==> config.mk <==
export PLATFORM = sky130hd
export DESIGN_NAME = smvm_row_accum
export DESIGN_NICKNAME = d
export VERILOG_FILES = /design/src/rtl/smvm_pkg.sv /design/src/rtl/smvm_row_regfile.sv /design/src/rtl/smvm_row_accum.sv
export SDC_FILE = /design/constraint.sdc
export NUM_CORES = 2
export LEC_CHECK = 0
export CORE_MARGIN = 5
export CORE_UTILIZATION = 65
export DETAILED_ROUTE_END_ITERATION = 7
export PLACE_DENSITY = 0.82
export SYNTH_ARGS = -nofsm -noshare
export SYNTH_HDL_FRONTEND = slang
export SYNTH_SLANG_ARGS = --single-unit
==> constraint.sdc <==
create_clock -name clk -period 30.6 [get_ports clk]
set_clock_uncertainty 0.1 [all_clocks]
set_input_delay 7.65 -clock clk [delete_from_list [all_inputs] [get_ports clk]]
set_output_delay 7.65 -clock clk [all_outputs]
set_load 0.05 [all_outputs]
==> src/rtl/smvm_pkg.sv <==
// Shared SMVM types and widths: FSM encoding of the row accumulator and buffer geometry.
package smvm_pkg;

  localparam int unsigned MAX_ROWS = 128;
  localparam int unsigned ROW_W    = $clog2(MAX_ROWS);
  localparam int unsigned SUM_W    = 15;
  localparam int unsigned NR_W     = ROW_W + 1;

  typedef enum logic [1:0] {
    ST_IDLE  = 2'd0,
    ST_CLEAR = 2'd1,
    ST_ACCUM = 2'd2,
    ST_DRAIN = 2'd3
  } acc_state_e;

  // Row count accepted by start: 1..MAX_ROWS.
  function automatic logic num_rows_ok(input logic [NR_W-1:0] n);
    return (n != '0) && (n <= NR_W'(MAX_ROWS));
  endfunction

  // Row index falls inside the matrix currently being accumulated.
  function automatic logic row_in_range(input logic [ROW_W-1:0] row,
                                        input logic [NR_W-1:0]  n);
    return {1'b0, row} < n;
  endfunction

  // Pointer sits on the final row of the matrix.
  function automatic logic is_last_row(input logic [ROW_W-1:0] ptr,
                                       input logic [NR_W-1:0]  n);
    return {1'b0, ptr} == (n - NR_W'(1));
  endfunction

endpackage

==> src/rtl/smvm_row_regfile.sv <==
// Per-row accumulation buffer: one write port, one RMW read port, one drain read port.
module smvm_row_regfile
  import smvm_pkg::*;
(
  input  logic             clk,
  input  logic             we_i,
  input  logic [ROW_W-1:0] waddr_i,
  input  logic [SUM_W-1:0] wdata_i,
  input  logic [ROW_W-1:0] rmw_addr_i,
  output logic [SUM_W-1:0] rmw_data_o,
  input  logic [ROW_W-1:0] drn_addr_i,
  output logic [SUM_W-1:0] drn_data_o
);

  // Contents are undefined after reset; every matrix clears its rows before use.
  logic [SUM_W-1:0] mem_q [MAX_ROWS];

  always_ff @(posedge clk) begin
    if (we_i) begin
      mem_q[waddr_i] <= wdata_i;
    end
  end

  assign rmw_data_o = mem_q[rmw_addr_i];
  assign drn_data_o = mem_q[drn_addr_i];

endmodule

==> src/rtl/smvm_row_accum.sv <==
// SMVM result stage: accumulates signed per-row contributions, then streams the row sums out.
module smvm_row_accum
  import smvm_pkg::*;
(
  input  logic             clk,
  input  logic             rst,
  input  logic             start,
  input  logic [NR_W-1:0]  num_rows,
  input  logic             pp_valid,
  output logic             pp_ready,
  input  logic [ROW_W-1:0] pp_row,
  input  logic [SUM_W-1:0] pp_data,
  input  logic             pp_last,
  output logic             out_valid,
  output logic [SUM_W-1:0] data_out,
  output logic             out_last,
  output logic             busy,
  output logic             err
);

  acc_state_e       state_q, state_d;
  logic [NR_W-1:0]  num_rows_q, num_rows_d;
  logic [ROW_W-1:0] clr_ptr_q, clr_ptr_d;
  logic [ROW_W-1:0] drn_ptr_q, drn_ptr_d;
  logic             err_q, err_d;
  logic             pp_ready_q, pp_ready_d;
  logic             busy_q, busy_d;
  logic             out_valid_q, out_valid_d;
  logic             out_last_q, out_last_d;
  logic [SUM_W-1:0] data_out_q, data_out_d;

  logic             we_c;
  logic [ROW_W-1:0] waddr_c;
  logic [SUM_W-1:0] wdata_c;
  logic [SUM_W-1:0] rmw_data_c;
  logic [SUM_W-1:0] drn_data_c;
  logic             pp_fire_c;

  smvm_row_regfile u_regfile (
    .clk        (clk),
    .we_i       (we_c),
    .waddr_i    (waddr_c),
    .wdata_i    (wdata_c),
    .rmw_addr_i (pp_row),
    .rmw_data_o (rmw_data_c),
    .drn_addr_i (drn_ptr_q),
    .drn_data_o (drn_data_c)
  );

  // pp_ready_q is high exactly while in ACCUM, so it also qualifies the handshake.
  assign pp_fire_c = pp_valid & pp_ready_q;

  always_ff @(posedge clk or posedge rst) begin
    if (rst) begin
      state_q     <= ST_IDLE;
      num_rows_q  <= '0;
      clr_ptr_q   <= '0;
      drn_ptr_q   <= '0;
      err_q       <= 1'b0;
      pp_ready_q  <= 1'b0;
      busy_q      <= 1'b0;
      out_valid_q <= 1'b0;
      out_last_q  <= 1'b0;
      data_out_q  <= '0;
    end else begin
      state_q     <= state_d;
      num_rows_q  <= num_rows_d;
      clr_ptr_q   <= clr_ptr_d;
      drn_ptr_q   <= drn_ptr_d;
      err_q       <= err_d;
      pp_ready_q  <= pp_ready_d;
      busy_q      <= busy_d;
      out_valid_q <= out_valid_d;
      out_last_q  <= out_last_d;
      data_out_q  <= data_out_d;
    end
  end

  always_comb begin
    state_d     = state_q;
    num_rows_d  = num_rows_q;
    clr_ptr_d   = clr_ptr_q;
    drn_ptr_d   = drn_ptr_q;
    err_d       = err_q;
    out_valid_d = 1'b0;
    out_last_d  = 1'b0;
    data_out_d  = data_out_q;
    we_c        = 1'b0;
    waddr_c     = '0;
    wdata_c     = '0;

    unique case (state_q)
      ST_IDLE: begin
        if (start) begin
          if (num_rows_ok(num_rows)) begin
            num_rows_d = num_rows;
            err_d      = 1'b0;
            clr_ptr_d  = '0;
            state_d    = ST_CLEAR;
          end else begin
            err_d = 1'b1;
          end
        end
      end

      ST_CLEAR: begin
        we_c    = 1'b1;
        waddr_c = clr_ptr_q;
        if (is_last_row(clr_ptr_q, num_rows_q)) begin
          clr_ptr_d = '0;
          state_d   = ST_ACCUM;
        end else begin
          clr_ptr_d = ROW_W'(clr_ptr_q + ROW_W'(1));
        end
      end

      // Single-cycle RMW; back-to-back hits on one row see the previous write via the flops.
      ST_ACCUM: begin
        if (pp_fire_c) begin
          if (row_in_range(pp_row, num_rows_q)) begin
            we_c    = 1'b1;
            waddr_c = pp_row;
            wdata_c = SUM_W'(rmw_data_c + pp_data);
          end else begin
            err_d = 1'b1;
          end
          if (pp_last) begin
            drn_ptr_d = '0;
            state_d   = ST_DRAIN;
          end
        end
      end

      ST_DRAIN: begin
        out_valid_d = 1'b1;
        data_out_d  = drn_data_c;
        if (is_last_row(drn_ptr_q, num_rows_q)) begin
          out_last_d = 1'b1;
          drn_ptr_d  = '0;
          state_d    = ST_IDLE;
        end else begin
          drn_ptr_d = ROW_W'(drn_ptr_q + ROW_W'(1));
        end
      end

      default: state_d = ST_IDLE;
    endcase

    pp_ready_d = (state_d == ST_ACCUM);
    busy_d     = (state_d != ST_IDLE);
  end

  assign pp_ready  = pp_ready_q;
  assign busy      = busy_q;
  assign err       = err_q;
  assign out_valid = out_valid_q;
  assign out_last  = out_last_q;
  assign data_out  = data_out_q;

endmodule

* Word-level counts from Yosys, hierarchy flattened *
Memories as Yosys holds them, arrays and structs flattened. A register that Yosys moved wholly into a read port is not among the register bits.
Cells that the tools add are included.

operators by class
  shifts and indexed selects = 0
  magnitude comparators = 2
  equal/unequal tests = 11
  reductions and logical operators = 11
  muxes and demuxes = 34
  div/mod/pow operators = 0
  $mul = 0
  add/subtract/negate cells = 4
  bitwise gates (word level) = 1

operators with widths
  operator                                                count
  two-way mux 7 bit                                       8
  two-way mux 15 bit                                      3
  one-hot mux 7 bit (2 select lines)                      3
  == test 7 x 8 -> 1 bit                                  2
  adder 15 bit                                            1
  adder 7 x 1 -> 7 bit (second input constant)            2
  two-way mux 2 bit                                       6
  two-way mux 1 bit                                       11
  != test 2 bit (second input constant)                   5
  AND reduction 3 bit                                     3
  less-or-equal comparator 8 bit (second input constant)  1
  less-than comparator 7 x 8 -> 1 bit                     1
  one-hot mux 2 bit (4 select lines)                      1
  nonzero test 2 bit                                      4
  nonzero test 8 bit                                      1
  subtractor 8 x 1 -> 8 bit (second input constant)       1
  == test 2 bit (second input constant)                   3
  one-hot mux 1 bit (2 select lines)                      2
  AND reduction 4 bit                                     1
  == test 2 x 1 -> 1 bit (second input constant)          1
  logical NOT 2 bit                                       1
  bitwise AND 1 bit                                       1
  logical AND 1 bit                                       1

word-level totals
  memory bits (read-only) = 0
  memories = 1
  word-level logic and storage cells = 73
  input port bits = 35
  memory bits (writable) = 1920
  latch bits = 0
  output and inout bits = 20
  flip-flop bits (word level) = 29

memory list
  name             depth  bits a word  read ports  clocked after Yosys merged registers in  wr ports  RTL line                text
  u_regfile.mem_q  128    15           2           1                                        1         smvm_row_regfile.sv:16  logic [SUM_W-1:0] mem_q [MAX_ROWS];

* Logic depth before layout (Yosys ltp) *
  depth in word-level cells = 6
  gate-level depth with buffers = 18
  depth with buffers taken out = 15

* By module *
From an unflattened synthesis, not the netlist that was laid out.

unflattened totals
  cell total of the unflattened synthesis = 4060
  area, all modules = 91731.7 um^2

modules (own cells, without submodules)
  module            seq. area each (um^2)  area each (um^2)  times used  cells an instance
  smvm_row_regfile  57655.3                88280.9           1           3675
  smvm_row_accum    1101.1                 3450.8            1           385

* Worst setup path after synthesis *
Ideal clock, no wire load.

  path kind = input port to flip-flop
  start point = input port pp_row[1]
  end point = memory u_regfile.mem_q[0][14] (data pin)
  stages on the path = 18
  path buffers = 3
  path slack = 12.057 ns
  data arrival time = 17.230 ns
  setup time = 1.213 ns
  data required time = 29.287 ns
  path through = clkbuf_1 -> buf_1 -> clkbuf_1 -> mux4_2 -> mux4_2 -> mux4_2 -> nand2_1 -> nand2_1 -> ha_1 -> fa_1 -> a211oi_1 -> o21bai_1 -> a21o_1 -> a21o_1 -> a2111oi_0 -> o31ai_1 -> nand3_1 -> nor3b_1

on the way
  cells in the longest elaborated chain, start to end = 5
  elaborated cells on any way between the ends = 6
  those cells by class = 1 x add/sub; 1 x order compare; 3 x mux; 1 x memory

ends and longest elaborated chain
  item                       RTL line                text
  from (decl)                smvm_row_accum.sv:11    input logic [ROW_W-1:0] pp_row,
  memory (128 x 15 bit)      --
  adder 15 bit               smvm_row_accum.sv:123   wdata_c = SUM_W'(rmw_data_c + pp_data);
  two-way mux 15 bit *       smvm_row_accum.sv:120   if (row_in_range(pp_row, num_rows_q)) begin
  two-way mux 15 bit *       smvm_row_accum.sv:119   if (pp_fire_c) begin
  two-way mux 15 bit *       smvm_row_accum.sv:92    unique case (state_q)
  via u_regfile.wdata_i[14]  smvm_row_regfile.sv:8   input logic [SUM_W-1:0] wdata_i,
  to (decl)                  smvm_row_regfile.sv:16

The timed path passes the listed nets; every way through them passes the cells marked *.

* Final worst setup path *
  start point = input port pp_row[0]
  end point = memory u_regfile.mem_q[69][14] (data pin)

The elaborated chain is that of the path after synthesis.

==> results.json <==
{
  "status": "finished, final reports clean",
  "timing.critical_path.mode_cell": "buf_4",
  "yosysWarnings": 0,
  "postCtsSetupRepairBufs": 0,
  "clk_path_buf_depth": 3,
  "hold_class": "reg2reg",
  "gp_congestion": 0.906,
  "ys_seq_elements": 1964,
  "antenna_found_initial": 25,
  "hold_viol": 0,
  "ys.flop_type": "edfxtp_1",
  "post-route-period-util_pct": 56.6,
  "ir_drop_v": 0.0000502,
  "synth_top_family_by_area": "multiplexers",
  "synthArstFlopShare_pct": 2.24,
  "dpl.hpwl_um": 162000,
  "clk_latency_ns": 0.86,
  "crit_path_end_kind": "flip-flop",
  "numClockSinks": 1964,
  "wl_per_cell_um": 46.2,
  "max_freq_mhz": 57.7,
  "place_area_um2": 95300,
  "relSlewSlack_pct": 9.09,
  "vias_per_cell": 8.53,
  "synth_adder_area_share_pct": 0.390,
  "rows": 137,
  "grt_pass1_vias": 53300,
  "floorplan.die_area_um2": 149000,
  "globalRouteTotalUtil_pct": 40.1,
  "grt_pass1_wl_um": 409000,
  "slowest_delay_ns": 1.03,
  "drive_gt1_share_pct": 41.6,
  "routed_wl_um": 291000,
  "worst_slack_ns": 13.28,
  "drtPass1Iterations": 8,
  "finalSetupViolations": 0,
  "htreeDepth": 4,
  "synthDistinctLibCells": 62,
  "synth_area_um2": 91800,
  "place_ws_ns": 12.76,
  "vias": 53800,
  "ctsHoldBuffers": 0,
  "drc_errors": 0,
  "root_buffer": "clkbuf_16",
  "design_area_um2": 102000,
  "slew_viol_final": 0,
  "port_buffers": 54,
  "initial_core_util_pct": 65.6,
  "area_delta_synth_final_pct": 10.6,
  "cts_resized": 0,
  "fin_tns_setup_ns": 0,
  "cp-start-kind": "input port",
  "netlist_instances": 4152,
  "synth_compound_area_share_pct": 1.14,
  "synth_edf_count": 1920,
  "worstMarginPinSlew_ns": 1.36,
  "yosys.area_share.simple_pct": 1.73,
  "grt_max_degree": 129,
  "cts_tree": "done",
  "core-area_um2": 140000,
  "path_clk_slew_ns": 0.06,
  "io_pins": 55,
  "synthMuxAreaShare_pct": 30.9,
  "synth-seq-area-share_pct": 64.0,
  "synth_fp_nets": 4215,
  "die_width_um": 386,
  "final_nets": 4321,
  "p_leak_nw": 31.3,
  "required_ns": 31.00,
  "p_total_mw": 6.41,
  "crit_slowest_cell": "nor3b_2",
  "drt-initial-drc-count": 10900,
  "grt_setup_unrepaired": "false",
  "grt_overflow": 0,
  "die_h_um": 386,
  "crit_fanout": 104,
  "synthXorXnorAreaFrac_pct": 0.267,
  "cts_buffers": 193,
  "ant_nets": 0,
  "powerDensity_nw_per_um2": 63.1,
  "finalCriticalPeriod_ns": 17.32,
  "critPathKind": "in2reg",
  "synth.avg_cell_area_um2": 22.1,
  "crit_chain": "buf_8 -> buf_4 -> buf_4 -> buf_4 -> buf_4 -> mux4_2 -> mux4_2 -> mux4_2 -> nand2_1 -> nand2_1 -> ha_1 -> o21ai_0 -> o21bai_1 -> a21o_1 -> a21o_1 -> a2111oi_0 -> o31ai_1 -> nand3_1 -> nor3b_2 -> buf_4",
  "arrival_ns": 17.73,
  "max_cap_violations": 0
}
==> cell families after synthesis <==
kind of cell | count (synthesis)
adders and majority gates | 28
DFF | 1964
and+or+nand+nor | 363
xor gates and xnor gates | 28
muxes | 1273
AOI/OAI and AO/OA | 156
buffers and inverters | 340
==> Yosys cell counts (7+ instances only) <==
cell | count | area [um2]
nand3_1 | 23 | 115
o2111ai_1 | 7 | 61.3
o21ai_0 | 28 | 140
a21oi_1 | 42 | 210
nor3_1 | 11 | 55.1
nand2_1 | 91 | 342
dfrtp_1 | 44 | 1100
a21o_1 | 10 | 75.1
a211oi_1 | 8 | 60.1
xnor2_1 | 22 | 193
o211ai_1 | 7 | 52.6
buf_1 | 23 | 86.3
and2_1 | 10 | 62.6
inv_1 | 22 | 82.6
mux2_2 | 7 | 78.8
nand4_1 | 7 | 43.8
a2111oi_0 | 7 | 61.3
nor2_1 | 173 | 649
nand2b_1 | 8 | 50.1
mux2i_1 | 20 | 200
buf_2 | 113 | 566
edfxtp_1 | 1920 | 57700
ha_1 | 27 | 338
clkbuf_1 | 176 | 661
nor2b_1 | 9 | 56.3
mux4_2 | 1246 | 28100
==> through the flow <==
stage | utilization [%] | hold slack (ns) | cells
3_5_place_dp | 68.1 | 0.413 | 5939
4_1_cts | 72.6 | 0.427 | 6297
6_report | 72.6 | 0.416 | 6308
5_1_grt | 72.6 | 0.448 | 6297
3_3_place_gp | 68.1 | 0.405 | 5939
2_1_floorplan | - | 0.457 | 4152
==> placed cells by master, fill, tap and decap left out, types with 7 or more instances in the layout <==
cell type and n:
a211oi_1 7, dfrtp_1 38, clkdlybuf4s50_1 50, clkinv_2 33
nand2_1 91, o21ai_0 28, mux2_2 7, nand3_1 23
xnor2_1 22, ha_1 27, buf_4 168, a2111oi_0 7
bufinv_16 17, clkbuf_16 198, nand4_1 7, mux2i_1 20
a21oi_1 39, o211ai_1 7, edfxtp_1 1920, and2_1 8
clkinv_8 7, clkinv_1 50, nor2b_1 9, inv_1 20
nor3_1 10, mux4_2 1246, clkbuf_1 41, nor2_1 58
nor2_4 46, diode_2 11, nand2b_1 8, nor2_2 69
clkinvlp_4 7, a21o_1 10
==> state kept, by name, summed over array words and instances, names as in the netlist <==
signal and flops:
err 1, out_last 1, state_q 2, clr_ptr_q 7
drn_ptr_q 7, pp_ready 1, data_out 15, num_rows_q 8
u_regfile.mem_q 1920, out_valid 1, busy 1
==> critical path: cells and delay by family <==
family	cells	cell delay [ns]
buffers and inverters	6	4.79
AND/OR/NAND/NOR	4	1.33
adder cells (fa/ha/maj)	1	0.32
multiplexers	3	1.74
AO/OA/AOI/OAI	6	1.64
==> final timing paths <==
path / end / slack [ns] / cells past startpoint / startpoint
max in group asynchronous: drn_ptr_q[4] / 22.65 / 3 / rst
min in group asynchronous: data_out[6] / 7.18 / 3 / rst
max reg2reg: u_regfile.mem_q[69][14] / 23.06 / 16 / u_regfile.mem_q[95][0]
max: u_regfile.mem_q[69][14] / 13.28 / 20 / pp_row[0]
min: data_out[5] / 0.42 / 2 / data_out[5]
min reg2reg: data_out[5] / 0.42 / 2 / data_out[5]
==> per-layer routing <==
layer  share of wire, %  track usage (%)  vias to the layer above
met5              0.055            0.198                        -
met4                6.7             19.4                       14
met3                 18             17.7                     1227
met2                 45             59.5                     6239
met1                 30             51.8                    27600
li1                   -                -                    18700
==> final cells by class <==
class                   instances  area (um2)
flip-flops and latches       1964       58800
fillers                      7442       38400
multi-input cells            1848       32200
clock buffers                 239        5110
well taps                    1876        2350
repair buffers                228        1930
clock inverters               119        1070
inverters                      23        93.8
diodes                         11        27.5
==> power breakdown <==
group	switching, mW	internal, mW
Sequential	0.0441	2.93
Combinational	0.603	0.453
Clock	1.05	1.33
(Power assumes the default switching activity.)
